<file path="src/rtl/beverage_pkg.sv">
// rtl/beverage_pkg.sv - shared types, price and recipe tables for the drink vending controller
// Contents:
//   state_t      controller states (IDLE, CREDIT, DISPENSE, DONE)
//   PRICE        price per drink, in 100-unit credit steps
//   RECIPE       seconds per ingredient per drink (0 = ingredient skipped)
//   price_of()   bounds-checked PRICE lookup, 0 for unknown drinks
//   recipe_of()  bounds-checked RECIPE lookup, 0 outside the table
package beverage_pkg;

    localparam int PKG_NUM_DRINKS = 4;
    localparam int PKG_NUM_INGR   = 5;

    localparam int ING_WATER     = 0;
    localparam int ING_COFFEE    = 1;
    localparam int ING_SUGAR     = 2;
    localparam int ING_MILK      = 3;
    localparam int ING_CHOCOLATE = 4;

    localparam int DRW = $clog2(PKG_NUM_DRINKS);
    localparam int IRW = $clog2(PKG_NUM_INGR);

    typedef enum logic [1:0] {
        S_IDLE     = 2'd0,
        S_CREDIT   = 2'd1,
        S_DISPENSE = 2'd2,
        S_DONE     = 2'd3
    } state_t;

    localparam logic [3:0] PRICE [PKG_NUM_DRINKS] = '{4'd1, 4'd2, 4'd3, 4'd4};

    // Columns: water, coffee, sugar, milk, chocolate
    localparam logic [3:0] RECIPE [PKG_NUM_DRINKS][PKG_NUM_INGR] = '{
        '{4'd3, 4'd0, 4'd0, 4'd0, 4'd0},   // hot water
        '{4'd2, 4'd1, 4'd0, 4'd0, 4'd0},   // black coffee
        '{4'd1, 4'd1, 4'd1, 4'd2, 4'd0},   // sweet latte
        '{4'd1, 4'd0, 4'd1, 4'd1, 4'd3}    // hot chocolate
    };

    function automatic logic [3:0] price_of(input int d);
        logic [3:0] p;
        p = 4'd0;
        if (d >= 0 && d < PKG_NUM_DRINKS) begin
            p = PRICE[d[DRW-1:0]];
        end
        return p;
    endfunction

    function automatic logic [3:0] recipe_of(input int d, input int i);
        logic [3:0] r;
        r = 4'd0;
        if (d >= 0 && d < PKG_NUM_DRINKS && i >= 0 && i < PKG_NUM_INGR) begin
            r = RECIPE[d[DRW-1:0]][i[IRW-1:0]];
        end
        return r;
    endfunction

endpackage

</file>
<file path="src/rtl/ingredient_timer.sv">
// rtl/ingredient_timer.sv - load/count-down cycle counter timing one ingredient valve
// Ports:
//   clock_i   in   1      rising-edge clock
//   reset_ni  in   1      asynchronous active-low reset
//   load_i    in   1      start a new duration (takes priority over counting)
//   dur_i     in   CNT_W  duration in clock cycles; 0 leaves the timer idle
//   expire_o  out  1      high during the last cycle of the loaded duration
module ingredient_timer #(
    parameter int CNT_W = 8
) (
    input  logic             clock_i,
    input  logic             reset_ni,
    input  logic             load_i,
    input  logic [CNT_W-1:0] dur_i,
    output logic             expire_o
);

    logic [CNT_W-1:0] cnt_q, cnt_d;
    logic             run_q, run_d;

    // cnt_q holds the cycles remaining after the current one, so expire
    // lines up with the final cycle and a reload there leaves no gap.
    always_comb begin
        cnt_d = cnt_q;
        run_d = run_q;
        if (load_i) begin
            run_d = (dur_i != '0);
            cnt_d = dur_i - CNT_W'(1);
        end else if (run_q) begin
            if (cnt_q == '0) begin
                run_d = 1'b0;
            end else begin
                cnt_d = cnt_q - CNT_W'(1);
            end
        end
    end

    always_ff @(posedge clock_i or negedge reset_ni) begin
        if (!reset_ni) begin
            cnt_q <= '0;
            run_q <= 1'b0;
        end else begin
            cnt_q <= cnt_d;
            run_q <= run_d;
        end
    end

    assign expire_o = run_q && (cnt_q == '0);

endmodule

</file>
<file path="src/rtl/beverage_dispense_controller.sv">
// rtl/beverage_dispense_controller.sv - coin credit, drink selection and timed recipe valve sequencing
// Optional feature macro: CANCEL_REFUND_EN (cancel in CREDIT refunds the whole credit as change)
// Ports:
//   clock_i         in   1           rising-edge clock
//   reset_ni        in   1           asynchronous active-low reset
//   coin_100_i      in   1           pulse, +1 credit unit
//   coin_500_i      in   1           pulse, +5 credit units
//   drink_type_i    in   DT_W        drink index, sampled with select_i
//   select_i        in   1           pulse, request a drink
//   cancel_i        in   1           pulse, refund request (CANCEL_REFUND_EN only)
//   credit_o        out  CREDIT_W    accumulated credit
//   change_o        out  CREDIT_W    change owed after vend/refund
//   change_valid_o  out  1           change_o holds a valid amount
//   ingredient_o    out  NUM_INGR    one-hot valve drive
//   busy_o          out  1           dispensing or finishing
//   finished_o      out  1           pulse at end of vend
//   deny_o          out  1           pulse: select refused or coin rejected
module beverage_dispense_controller
    import beverage_pkg::*;
#(
    parameter int NUM_DRINKS    = PKG_NUM_DRINKS,
    parameter int NUM_INGR      = PKG_NUM_INGR,
    parameter int CREDIT_W      = 4,
    parameter int TICKS_PER_SEC = 50000000,
    localparam int DT_W         = (NUM_DRINKS > 1) ? $clog2(NUM_DRINKS) : 1
) (
    input  logic                clock_i,
    input  logic                reset_ni,
    input  logic                coin_100_i,
    input  logic                coin_500_i,
    input  logic [DT_W-1:0]     drink_type_i,
    input  logic                select_i,
    input  logic                cancel_i,
    output logic [CREDIT_W-1:0] credit_o,
    output logic [CREDIT_W-1:0] change_o,
    output logic                change_valid_o,
    output logic [NUM_INGR-1:0] ingredient_o,
    output logic                busy_o,
    output logic                finished_o,
    output logic                deny_o
);

    localparam int IDX_W = (NUM_INGR > 1) ? $clog2(NUM_INGR) : 1;
    localparam int CNT_W = $clog2(15 * TICKS_PER_SEC + 1);
    localparam int SUM_W = CREDIT_W + 3;
    localparam logic [CREDIT_W-1:0] CREDIT_MAX = '1;

    state_t              state_q, state_d;
    logic [CREDIT_W-1:0] credit_q, credit_d;
    logic [CREDIT_W-1:0] change_q, change_d;
    logic                change_valid_q, change_valid_d;
    logic                deny_q, deny_d;
    logic [DT_W-1:0]     drink_q, drink_d;
    logic [IDX_W-1:0]    idx_q, idx_d;

    logic                coin_any;
    logic [SUM_W-1:0]    coin_sum;
    logic                coin_ovf;
    logic                sel_ok;

    int                  lk_drink;
    int                  lk_start;
    logic                nx_found;
    logic [IDX_W-1:0]    nx_idx;
    logic [3:0]          nx_secs;

    logic                timer_load;
    logic [CNT_W-1:0]    timer_dur;
    logic                timer_expire;

    // Coin arithmetic is done wide so both coins on a full credit still
    // detect overflow instead of wrapping.
    always_comb begin
        coin_any = coin_100_i | coin_500_i;
        coin_sum = SUM_W'(credit_q) + SUM_W'(coin_100_i)
                 + (coin_500_i ? SUM_W'(5) : SUM_W'(0));
        coin_ovf = coin_sum > SUM_W'(CREDIT_MAX);
        sel_ok   = (state_q == S_CREDIT) && select_i
                 && (int'(drink_type_i) < NUM_DRINKS)
                 && (int'(credit_q) >= int'(price_of(int'(drink_type_i))));
    end

    // Next non-zero recipe step. Outside DISPENSE this finds the first step
    // of the drink being selected; inside it finds the step after idx_q.
    always_comb begin
        lk_drink = (state_q == S_DISPENSE) ? int'(drink_q) : int'(drink_type_i);
        lk_start = (state_q == S_DISPENSE) ? int'(idx_q) + 1 : 0;
        nx_found = 1'b0;
        nx_idx   = '0;
        nx_secs  = '0;
        for (int i = 0; i < NUM_INGR; i++) begin
            if (!nx_found && i >= lk_start && recipe_of(lk_drink, i) != 4'd0) begin
                nx_found = 1'b1;
                nx_idx   = IDX_W'(i);
                nx_secs  = recipe_of(lk_drink, i);
            end
        end
        timer_dur = CNT_W'(nx_secs) * CNT_W'(TICKS_PER_SEC);
    end

    always_comb begin
        state_d        = state_q;
        credit_d       = credit_q;
        change_d       = change_q;
        change_valid_d = change_valid_q;
        deny_d         = 1'b0;
        drink_d        = drink_q;
        idx_d          = idx_q;
        timer_load     = 1'b0;

        case (state_q)
            S_IDLE, S_CREDIT: begin
                if (select_i && state_q == S_CREDIT) begin
                    drink_d = drink_type_i;
                end
                if (select_i && !sel_ok) begin
                    deny_d = 1'b1;
                end
                if (sel_ok) begin
                    change_d = credit_q - CREDIT_W'(price_of(int'(drink_type_i)));
                    credit_d = '0;
                    // A coin landing with an accepted select is not credited.
                    if (coin_any) begin
                        deny_d = 1'b1;
                    end
                    if (nx_found) begin
                        state_d    = S_DISPENSE;
                        idx_d      = nx_idx;
                        timer_load = 1'b1;
                    end else begin
                        state_d        = S_DONE;
                        change_valid_d = 1'b1;
                    end
`ifdef CANCEL_REFUND_EN
                end else if (state_q == S_CREDIT && cancel_i && !select_i) begin
                    change_d       = credit_q;
                    change_valid_d = 1'b1;
                    credit_d       = '0;
                    state_d        = S_IDLE;
                    if (coin_any) begin
                        deny_d = 1'b1;
                    end
`endif
                end else if (coin_any) begin
                    credit_d       = coin_ovf ? CREDIT_MAX : coin_sum[CREDIT_W-1:0];
                    deny_d         = deny_d | coin_ovf;
                    change_d       = '0;
                    change_valid_d = 1'b0;
                    state_d        = S_CREDIT;
                end
            end

            S_DISPENSE: begin
                if (coin_any) begin
                    deny_d = 1'b1;
                end
                if (timer_expire) begin
                    if (nx_found) begin
                        idx_d      = nx_idx;
                        timer_load = 1'b1;
                    end else begin
                        state_d        = S_DONE;
                        change_valid_d = 1'b1;
                    end
                end
            end

            S_DONE: begin
                if (coin_any) begin
                    deny_d = 1'b1;
                end
                state_d = S_IDLE;
            end

            default: begin
                state_d = S_IDLE;
            end
        endcase
    end

`ifndef CANCEL_REFUND_EN
    logic unused_cancel;
    assign unused_cancel = cancel_i;
`endif

    always_ff @(posedge clock_i or negedge reset_ni) begin
        if (!reset_ni) begin
            state_q        <= S_IDLE;
            credit_q       <= '0;
            change_q       <= '0;
            change_valid_q <= 1'b0;
            deny_q         <= 1'b0;
            drink_q        <= '0;
            idx_q          <= '0;
        end else begin
            state_q        <= state_d;
            credit_q       <= credit_d;
            change_q       <= change_d;
            change_valid_q <= change_valid_d;
            deny_q         <= deny_d;
            drink_q        <= drink_d;
            idx_q          <= idx_d;
        end
    end

    ingredient_timer #(
        .CNT_W(CNT_W)
    ) u_timer (
        .clock_i (clock_i),
        .reset_ni(reset_ni),
        .load_i  (timer_load),
        .dur_i   (timer_dur),
        .expire_o(timer_expire)
    );

    // Outputs decode straight from state so an asynchronous reset closes
    // every valve without waiting for a clock edge.
    assign credit_o       = credit_q;
    assign change_o       = change_q;
    assign change_valid_o = change_valid_q;
    assign deny_o         = deny_q;
    assign busy_o         = (state_q == S_DISPENSE) || (state_q == S_DONE);
    assign finished_o     = (state_q == S_DONE);
    assign ingredient_o   = (state_q == S_DISPENSE) ? (NUM_INGR'(1) << idx_q) : '0;

endmodule

</file>
<file path="config.mk">
export PLATFORM = sky130hd
export DESIGN_NAME = beverage_dispense_controller
export DESIGN_NICKNAME = d
export VERILOG_FILES = /design/src/rtl/beverage_pkg.sv /design/src/rtl/ingredient_timer.sv /design/src/rtl/beverage_dispense_controller.sv
export SDC_FILE = /design/constraint.sdc
export NUM_CORES = 1
export LEC_CHECK = 0
export ABC_AREA = 1
export BUFFER_PORTS_ARGS = -buffer_cell sky130_fd_sc_hd__buf_2
export CAP_MARGIN = 20
export CORE_MARGIN = 3
export CORE_UTILIZATION = 35
export DETAILED_ROUTE_END_ITERATION = 6
export HOLD_SLACK_MARGIN = 0.05
export SLEW_MARGIN = 30
export SYNTH_ARGS = -nofsm -noshare
export SYNTH_HDL_FRONTEND = slang
export SYNTH_HIERARCHICAL = 1
export SYNTH_SLANG_ARGS = --single-unit
</file>
<file path="constraint.sdc">
create_clock -name clock_i -period 4.6 [get_ports clock_i]
set_input_delay 0.92 -clock clock_i [delete_from_list [all_inputs] [get_ports clock_i]]
set_output_delay 0.92 -clock clock_i [all_outputs]
set_load 0.05 [all_outputs]
</file>
==> flow_summary.toml <==
[outcome]
status = "finished clean"

[sta]
finalSetupViolCount = 0
slew_headroom_pct = 56.0
finalCriticalPeriod_ns = 4.09
skew_ns = 0.00944
post-route-period-util_pct = 88.9
setup_tns_ns = 0
finalHoldViolations = 0
slew_viol_final = 0
clock.fmax_mhz = 245
rsz0062_at_grt = "no"
worst_slew_pin_slew_ns = 0.660

[clock_network]
post-cts-setup-buffer-count = 0
clk_latency_ns = 0.30
cts-resized-gates = 0
cts_root_buf = "clkbuf_16"
clockBufferDepth = 2
cts_sinks = 48
clk_pin_slew_ns = 0.07
ctsHoldBuffers = 0
numCtsBuffers = 5
htreeDepth = 2
cts_tree = "built"

[yosys]
synth-async-reset-ratio_pct = 100
yosysSeqAreaShare_pct = 27.8
yosys.area.top_type_share_pct = 27.8
synth-main-ff-cell = "dfrtp_1"
synth_fa_ha_area_share_pct = 7.02
synth_compound_area_share_pct = 7.13
synth_top_family_by_area = "simple AND/OR/NAND/NOR gates"
synth_edf_count = 0
synth_xor_area_share_pct = 2.23
postSynthCellCount = 667
synthMuxAreaShare_pct = 0
synth_top_area_cell = "dfrtp_1"
syn_area_per_cell_um2 = 6.47
synth-seq-cells = 48
syn-cell-area_um2 = 4320
synth_cell_types = 40
synth_most_common_cell = "nand2_1"
ys_warn_count = 6
synth_area_leaders = "dfrtp_1 (28%), nand2_1 (19%), inv_1 (9.3%)"
synth-simple-area-share_pct = 43.2
synthTopCellsByCount = "nand2_1 (214), inv_1 (107), nand3_1 (53)"

[global_route]
grt_max_degree = 49
antenna_found_initial = 0
grt_usage_pct = 16.9
gr-total-overflow = 0
first_global_vias = 4014
grt_pass1_wl_um = 18700

[place]
gp_congestion = 0.898
placed_cells_incl_taps = 846
dpl.hpwl_um = 8160
dpl-instance-area_um2 = 4670
io_buffers = 23

[layout]
final_cells = 854
layout-drive-gt1-share_pct = 15.8
antennaDiodeCount = 0
areaGrowthSynthToFinish_pct = 11.7
design_area_um2 = 4820
nNetsFinal = 741

[critical_path]
rr_worst_depth = 21
path_depth = 25
arrival_ns = 4.27
cp.required_ns = 4.78
crit_buf_inv = 7
end_kind = "flip-flop"
cp_max_fo = 6
cpMostUsedCell = "inv_1"
cp-start-kind = "primary input"
path_class = "in2reg"
critical-path-top-delay-family = "simple AND/OR/NAND/NOR gates"
critical-path-slowest-cell = "fa_1"
cpPeakStageDelay_ns = 0.36

[floorplanning]
num_io_pins = 25
core_area_um2 = 11700
die-area_um2 = 13700
start_util_pct = 36.8
num_rows = 39
fp.dieW_um = 117
die_y_um = 117

[route]
vias_per_cell = 4.76
firstDrtPassIters = 4
via_count = 4067
routedWlPerCell_um = 12.5
antenna_left = 0
finalWirelength_um = 10600
dr.first_iter.drc_count = 194
post-route-drc-count = 0

[worst_hold_path]
hold_depth = 2
hold_path_class = "reg2reg"

[flow_run]
maxCapViolCount = 0

[power_and_ir_drop]
total_power_mw = 0.899
power.leakage_nw = 2.40
ir_worst_vdd_mv = 0.141
powerDensity_nw_per_um2 = 187
-- worst reg2reg max path: stages (launching register included) --
cell and delay, ns:
dfrtp_1 0.45, inv_2 0.11, nand2_2 0.19, o21ai_0 0.36, inv_1 0.08, ha_1 0.21, or2_2 0.29, nand2_1 0.12
nand4_1 0.13, nand2_1 0.10, inv_1 0.10, inv_2 0.15, buf_12 0.25, nand2_1 0.09, nand2_1 0.13, nand2_1 0.11
nor2_1 0.15, nand2_1 0.12, nor2_4 0.20, nand3b_1 0.12, nand3_1 0.12, nand2_1 0.06
-- stage by stage --
stage,worst slack (ns),utilization [%],hold slack [ns]
finish,0.513,41.1,0.514
global route,0.140,41.1,0.537
CTS,0.476,41.1,0.517
detailed placement,0.171,39.9,0.496
global placement,0.203,39.9,0.495
floorplan,0.513,-,0.478
-- kinds of logic (layout without fill, tap and decap cells) --
family                     Yosys count  after routing
buffers and inverters              132            157
adders and majority gates           23             23
AOI/OAI and AO/OA                   52             52
xor gates and xnor gates            11             11
and+or+nand+nor                    400            400
other                                1             20
DFF                                 48             48
-- metal layers --
metal | global-route usage [%] | vias to the layer above | routed length, um
li1 | - | 2137 | -
met1 | 22.6 | 1853 | 5080
met2 | 29.4 | 68 | 5090
met3 | 2.11 | 9 | 350
met4 | 3.59 | 0 | 121
met5 | 0 | - | 0
-- final timing paths --
path / startpoint / to / slack (ns)
max in group asynchronous: reset_ni / u_timer/cnt_q[1] / 3.42
max reg2reg: state_q[0] / u_timer/cnt_q[17] / 0.86
min reg2reg: u_timer/cnt_q[19] / u_timer/cnt_q[19] / 0.51
max: drink_type_i[1] / u_timer/cnt_q[18] / 0.51
min: u_timer/cnt_q[19] / u_timer/cnt_q[19] / 0.51
min in group asynchronous: reset_ni / u_timer/cnt_q[21] / 0.73
-- flip-flops by register name (all words and copies together) (netlist names) --
register        count
u_timer/cnt_q      30
change_o            4
credit_o            4
idx_q               3
drink_q             2
state_q             2
change_valid_o      1
deny_o              1
u_timer/run_q       1
-- layout by cell type (no fill, tap or decap), types with 5 or more instances in the layout --
cell / n
buf_2: 23
buf_4: 10
clkbuf_16: 5
conb_1: 20
dfrtp_1: 48
ha_1: 21
inv_1: 107
inv_2: 8
nand2_1: 214
nand2_2: 25
nand3_1: 53
nand3b_1: 11
nand4_1: 16
nor2_1: 42
nor2_2: 16
nor2_4: 8
o21ai_0: 22
o21ai_1: 9
o22ai_1: 7
xor2_1: 10
-- layout make-up --
cell class,instances,area (um2)
tap,143,179
sequential,48,1200
fill,1257,6890
timing repair buffer,34,210
clock inverter,3,26.3
clock buffer,5,125
inverter,115,432
multi-input combinational,506,2650
-- where the power goes --
| group | leakage (nW) | switching, mW | internal, mW | total [mW] |
|---|---|---|---|---|
| clock network | 0.0748 | 0.177 | 0.207 | 0.383 |
| registers | 0.492 | 0.00492 | 0.427 | 0.432 |
| logic | 1.84 | 0.0593 | 0.0244 | 0.0836 |
(Power assumes the default switching activity.)
